<file path="src/rtl/eth_rx_packet_fifo.sv">
// Store-and-forward packet FIFO behind the Ethernet RX parser.
// A packet becomes readable only once its tlast beat is written; an overflowing packet is dropped whole.
module eth_rx_packet_fifo #(
  parameter int unsigned DATA_WIDTH = 64,
  parameter int unsigned DEPTH      = 64,
  parameter int unsigned ADDR_WIDTH = 6
) (
  input  logic                    clk,
  input  logic                    rst,
  input  logic [DATA_WIDTH-1:0]   s_axis_tdata,
  input  logic [DATA_WIDTH/8-1:0] s_axis_tkeep,
  input  logic                    s_axis_tvalid,
  output logic                    s_axis_tready,
  input  logic                    s_axis_tlast,
  output logic [DATA_WIDTH-1:0]   m_axis_tdata,
  output logic [DATA_WIDTH/8-1:0] m_axis_tkeep,
  output logic                    m_axis_tvalid,
  input  logic                    m_axis_tready,
  output logic                    m_axis_tlast,
  output logic [15:0]             drop_count
);

  localparam int unsigned KEEP_WIDTH = DATA_WIDTH / 8;
  localparam int unsigned PTR_WIDTH  = ADDR_WIDTH + 1;

  typedef struct packed {
    logic [DATA_WIDTH-1:0] data;
    logic [KEEP_WIDTH-1:0] keep;
    logic                  last;
  } beat_t;

  typedef enum logic [0:0] {
    WRITE = 1'b0,
    DROP  = 1'b1
  } wr_state_t;

  wr_state_t            state;
  beat_t                mem [DEPTH];
  beat_t                wr_beat;
  beat_t                rd_beat;
  logic [PTR_WIDTH-1:0] wr_ptr;
  logic [PTR_WIDTH-1:0] wr_commit;
  logic [PTR_WIDTH-1:0] rd_ptr;
  logic [PTR_WIDTH-1:0] wr_ptr_nxt;
  logic [PTR_WIDTH-1:0] used;
  logic                 full;
  logic                 s_accept;
  logic                 mem_we;
  logic                 rd_load;

  // Upstream is never throttled; only reset holds it off.
  assign s_axis_tready = ~rst;

  assign s_accept   = s_axis_tvalid & s_axis_tready;
  assign used       = wr_ptr - rd_ptr;
  assign full       = (used == PTR_WIDTH'(DEPTH));
  assign wr_ptr_nxt = wr_ptr + PTR_WIDTH'(1);
  assign mem_we     = s_accept & (state == WRITE) & ~full;
  assign wr_beat    = '{data: s_axis_tdata, keep: s_axis_tkeep, last: s_axis_tlast};
  assign rd_beat    = mem[rd_ptr[ADDR_WIDTH-1:0]];
  // Only committed entries are visible to the reader.
  assign rd_load    = (rd_ptr != wr_commit) & (~m_axis_tvalid | m_axis_tready);

  // Storage array, no reset needed.
  always_ff @(posedge clk) begin
    if (mem_we) begin
      mem[wr_ptr[ADDR_WIDTH-1:0]] <= wr_beat;
    end
  end

  // Write FSM, commit/drop bookkeeping and registered output stage.
  always_ff @(posedge clk) begin
    if (rst) begin
      state         <= WRITE;
      wr_ptr        <= '0;
      wr_commit     <= '0;
      rd_ptr        <= '0;
      drop_count    <= '0;
      m_axis_tdata  <= '0;
      m_axis_tkeep  <= '0;
      m_axis_tlast  <= 1'b0;
      m_axis_tvalid <= 1'b0;
    end else begin
      case (state)
        WRITE: begin
          if (s_accept) begin
            if (!full) begin
              wr_ptr <= wr_ptr_nxt;
              if (s_axis_tlast) begin
                wr_commit <= wr_ptr_nxt;
              end
            end else begin
              // Rewind to the last packet boundary so the partial packet vanishes.
              wr_ptr <= wr_commit;
              if (drop_count != 16'hFFFF) begin
                drop_count <= drop_count + 16'd1;
              end
              if (!s_axis_tlast) begin
                state <= DROP;
              end
            end
          end
        end
        DROP: begin
          if (s_accept && s_axis_tlast) begin
            state <= WRITE;
          end
        end
        default: state <= WRITE;
      endcase

      if (rd_load) begin
        m_axis_tdata  <= rd_beat.data;
        m_axis_tkeep  <= rd_beat.keep;
        m_axis_tlast  <= rd_beat.last;
        m_axis_tvalid <= 1'b1;
        rd_ptr        <= rd_ptr + PTR_WIDTH'(1);
      end else if (m_axis_tready) begin
        m_axis_tvalid <= 1'b0;
      end
    end
  end

endmodule

</file>
<file path="config.mk">
export PLATFORM = sky130hd
export DESIGN_NAME = eth_rx_packet_fifo
export DESIGN_NICKNAME = d
export VERILOG_FILES = /design/src/rtl/eth_rx_packet_fifo.sv
export SDC_FILE = /design/constraint.sdc
export NUM_CORES = 2
export LEC_CHECK = 0
export ABC_CLOCK_PERIOD_IN_PS = 14700
export CAP_MARGIN = 20
export CORE_UTILIZATION = 50
export DETAILED_ROUTE_END_ITERATION = 6
export PLACE_DENSITY_LB_ADDON = 0.12
export SYNTH_ARGS = -nofsm -noshare
export SYNTH_HDL_FRONTEND = slang
export SYNTH_MEMORY_MAX_BITS = 65536
export SYNTH_SLANG_ARGS = --single-unit
</file>
<file path="constraint.sdc">
create_clock -name clk -period 14.7 [get_ports clk]
set_input_delay 3.675 -clock clk [delete_from_list [all_inputs] [get_ports clk]]
set_output_delay 3.675 -clock clk [all_outputs]
set_load 0.05 [all_outputs]
</file>
==> impl_metrics.toml <==
[hold_path]
hold_start = "drop_count[10]"
hold_class = "reg -> reg"
whs_endpoint = "drop_count[10]"
hold_depth = 2

[grt]
grt_pass1_vias = 91699
gr-usage-all-layers = 0.301
grt-ovfl-total = 0
grt_pass1_wl_um = 760000
antenna_found_initial = 58
grt_start_max_net_pins = 99

[finish]
drive_gt1_frac = 0.191
final_common_cell = "edfxtp_1"
area_delta_synth_final_pct = 13.3
final_cell_mix = "edfxtp_1 (4672), mux2i_1 (1207), mux4_2 (611)"
nets = 9457

[drt]
ant_nets = 0
drc = 0
route.vias.total = 96400
routed_wl_um = 557000
wl_per_cell_um = 38.1
drt-pass1-iter-count = 6
first_iter_violations = 14598
viasPerCell = 6.60

[cts]
htreeDepth = 5
clk_latency_ns = 1.02
clock_sinks = 4784
cts_setup_buffers = 0
root_buffer = "clkbuf_16"
clkSlewWorstSetupHoldPaths_ns = 0.06
ctsResizeCount = 0
cts_tree = "built"
cts_inserted_buffers = 482
ctsLongestPathBuffers = 4
cts.hold.buffers_added = 0

[critical_path]
endpoint_kind = "output port"
crit_fanout = 31
crit_family = "buffers and inverters"
path_depth = 3
crit_path_top_delay_cell = "clkdlybuf4s50_1"
required_ns = 11.02
rrSetupSlack_ns = 7.52
path_class = "in -> out"
r2r_start = "rd_ptr[3]"
r2r_cells = 10
slowest_delay_ns = 1.31
worstPathCellList = "buf_2, inv_4, clkdlybuf4s50_1"
arrival_ns = 5.49
critPathBufInv = 3
rr_endpoint = "mem[7][52]"
crit_path_start_kind = "input port"

[yosys]
yosysWarnings = 0
yosysTopAreaCell = "edfxtp_1"
avgSynthCellArea_um2 = 20.4
synthFlopType = "edfxtp_1"
yosysUniqueCellTypes = 61
syn_inst = 8925
ys_seq_area_frac = 0.781
synth.top_cell.area_share = 0.769
synth-edff-count = 4672
synthArstFlopShare = 0
synth.area.top_cells = "edfxtp_1 (77%), mux4_2 (7.5%), mux2i_1 (6.6%)"
syn_nets = 9011
ys_seq_elements = 4784
synthesis.area_um2 = 182000

[timing]
setup_viol = 0
relSlewSlack = 0.0523
setup_tns_ns = 0
fin_skew_ns = 0.0497
fin_ws_ns = 5.53
period_share = 0.624
tightest_slew_ns = 1.42
fmaxAchievable_mhz = 109
slew_viol_final = 0
hold_viol = 0
final.min_clock_period_ns = 9.17
rsz0062_at_grt = "false"

[power]
p_switching_mw = 9.20
ir_drop_v = 0.000109
clkPwrFrac = 0.362
seq_power_share = 0.460
leakagePower_nw = 63.2
p_int_mw = 24.2
powerDensity_nw_per_um2 = 162
switching_share = 0.275
combPwrFrac = 0.178

[placed_design]
place_congestion = 0.878
io_buffer_count = 167
pre_cts_slack_ns = 5.53
hpwlAfterDp_um = 332000

[die]
die_w_um = 606
pin_count = 168
die_h_um = 606
die-area_um2 = 367000
row_count = 221
core-area_um2 = 363000
initial_utilization = 0.503

[status]
outcome = "complete, no violations"

[run]
cap_viol_max_count = 0
==> power groups by stage <==
| stage | logic [mW] | registers, mW | clock network, mW |
|---|---|---|---|
| floorplan | 3.34 | 15.8 | 0 |
| global placement | 5.83 | 15.7 | 0 |
| detailed placement | 5.89 | 15.7 | 0 |
| CTS | 5.91 | 15.4 | 12.2 |
| global route | 6.16 | 15.4 | 12.7 |
| finish | 5.93 | 15.4 | 12.1 |
==> worst min-delay path, stage by stage, from the launching register on <==
cell and delay (ns):
dfxtp_1 0.33, o31ai_1 0.07, a21oi_1 0.06
==> logic make-up after synthesis <==
logic type               synth area share
XOR/XNOR                         0.000960
adder cells (fa/ha/maj)          0.000617
AO/OA/AOI/OAI                      0.0470
flip-flops                          0.781
AND/OR/NAND/NOR                    0.0146
buffers and inverters              0.0127
multiplexers                        0.143
==> sequential cells by signal (all words and copies together) (netlist names) <==
name and cells:
m_axis_tkeep 8, rd_ptr 7, drop_count 16, m_axis_tdata 64, wr_commit 7, mem 4672
wr_ptr 7, state 1, m_axis_tvalid 1, m_axis_tlast 1
==> Yosys cell counts, types with 4 or more instances <==
cell type and count:
clkinv_1 4, mux2_2 17, nor3_1 22, a211oi_1 124, xnor2_1 14, or3_1 9
o221ai_1 41, o22ai_1 55, and2_1 6, a22oi_1 479, o2111ai_1 34, a311oi_1 10
dfxtp_1 112, o31ai_1 13, mux2i_1 1208, xor2_1 6, ha_1 9, buf_4 14
o21ai_0 101, nand2_1 91, a2111oi_0 23, buf_1 100, a21oi_1 68, nor2_1 125
nand3_1 241, buf_2 135, nand3b_1 4, or4_1 14, and3_1 8, clkbuf_1 294
nor2b_1 15, a22o_1 46, a221o_1 4, o22a_1 12, a31oi_1 46, nand4_1 15
edfxtp_1 4672, inv_1 10, o221a_2 34, a221oi_1 47, mux4_2 611
==> metrics by stage <==
stage	util	total power, mW	hold WS, ns	std cells	cell area (um^2)
floorplan	-	19.1	0.460	8925	182000
global placement	0.526	21.5	0.479	13649	191000
detailed placement	0.526	21.6	0.487	13667	191000
CTS	0.569	33.5	0.496	14563	206000
global route	0.570	34.2	0.529	14584	207000
finish	0.570	33.4	0.500	14604	207000
==> per-layer routing <==
metal	track usage	up-vias	part of all wire
li1	-	38376	-
met1	0.452	51702	0.41
met2	0.448	5594	0.45
met3	0.0716	708	0.11
met4	0.0735	20	0.026
met5	0	-	0.00024
==> worst max path at each step <==
stage,startpoint,to,slack [ns]
finish,rst,s_axis_tready,5.53
global placement,rst,s_axis_tready,5.53
floorplan,rst,mem[48][0],2.57
global route,rst,s_axis_tready,5.58
CTS,rst,s_axis_tready,5.53
detailed placement,rst,s_axis_tready,5.53
==> cell type report <==
cell class	instances	area (um^2)
Multi-Input combinational cell	3583	38300
Antenna cell	27	67.6
Tap cell	4794	6000
Sequential cell	4784	143000
Clock inverter	292	2670
Inverter	15	66.3
Timing Repair Buffer	505	4200
Fill cell	26981	156000
Clock buffer	604	12800
No activity file was read; power rests on OpenSTA's default activity.
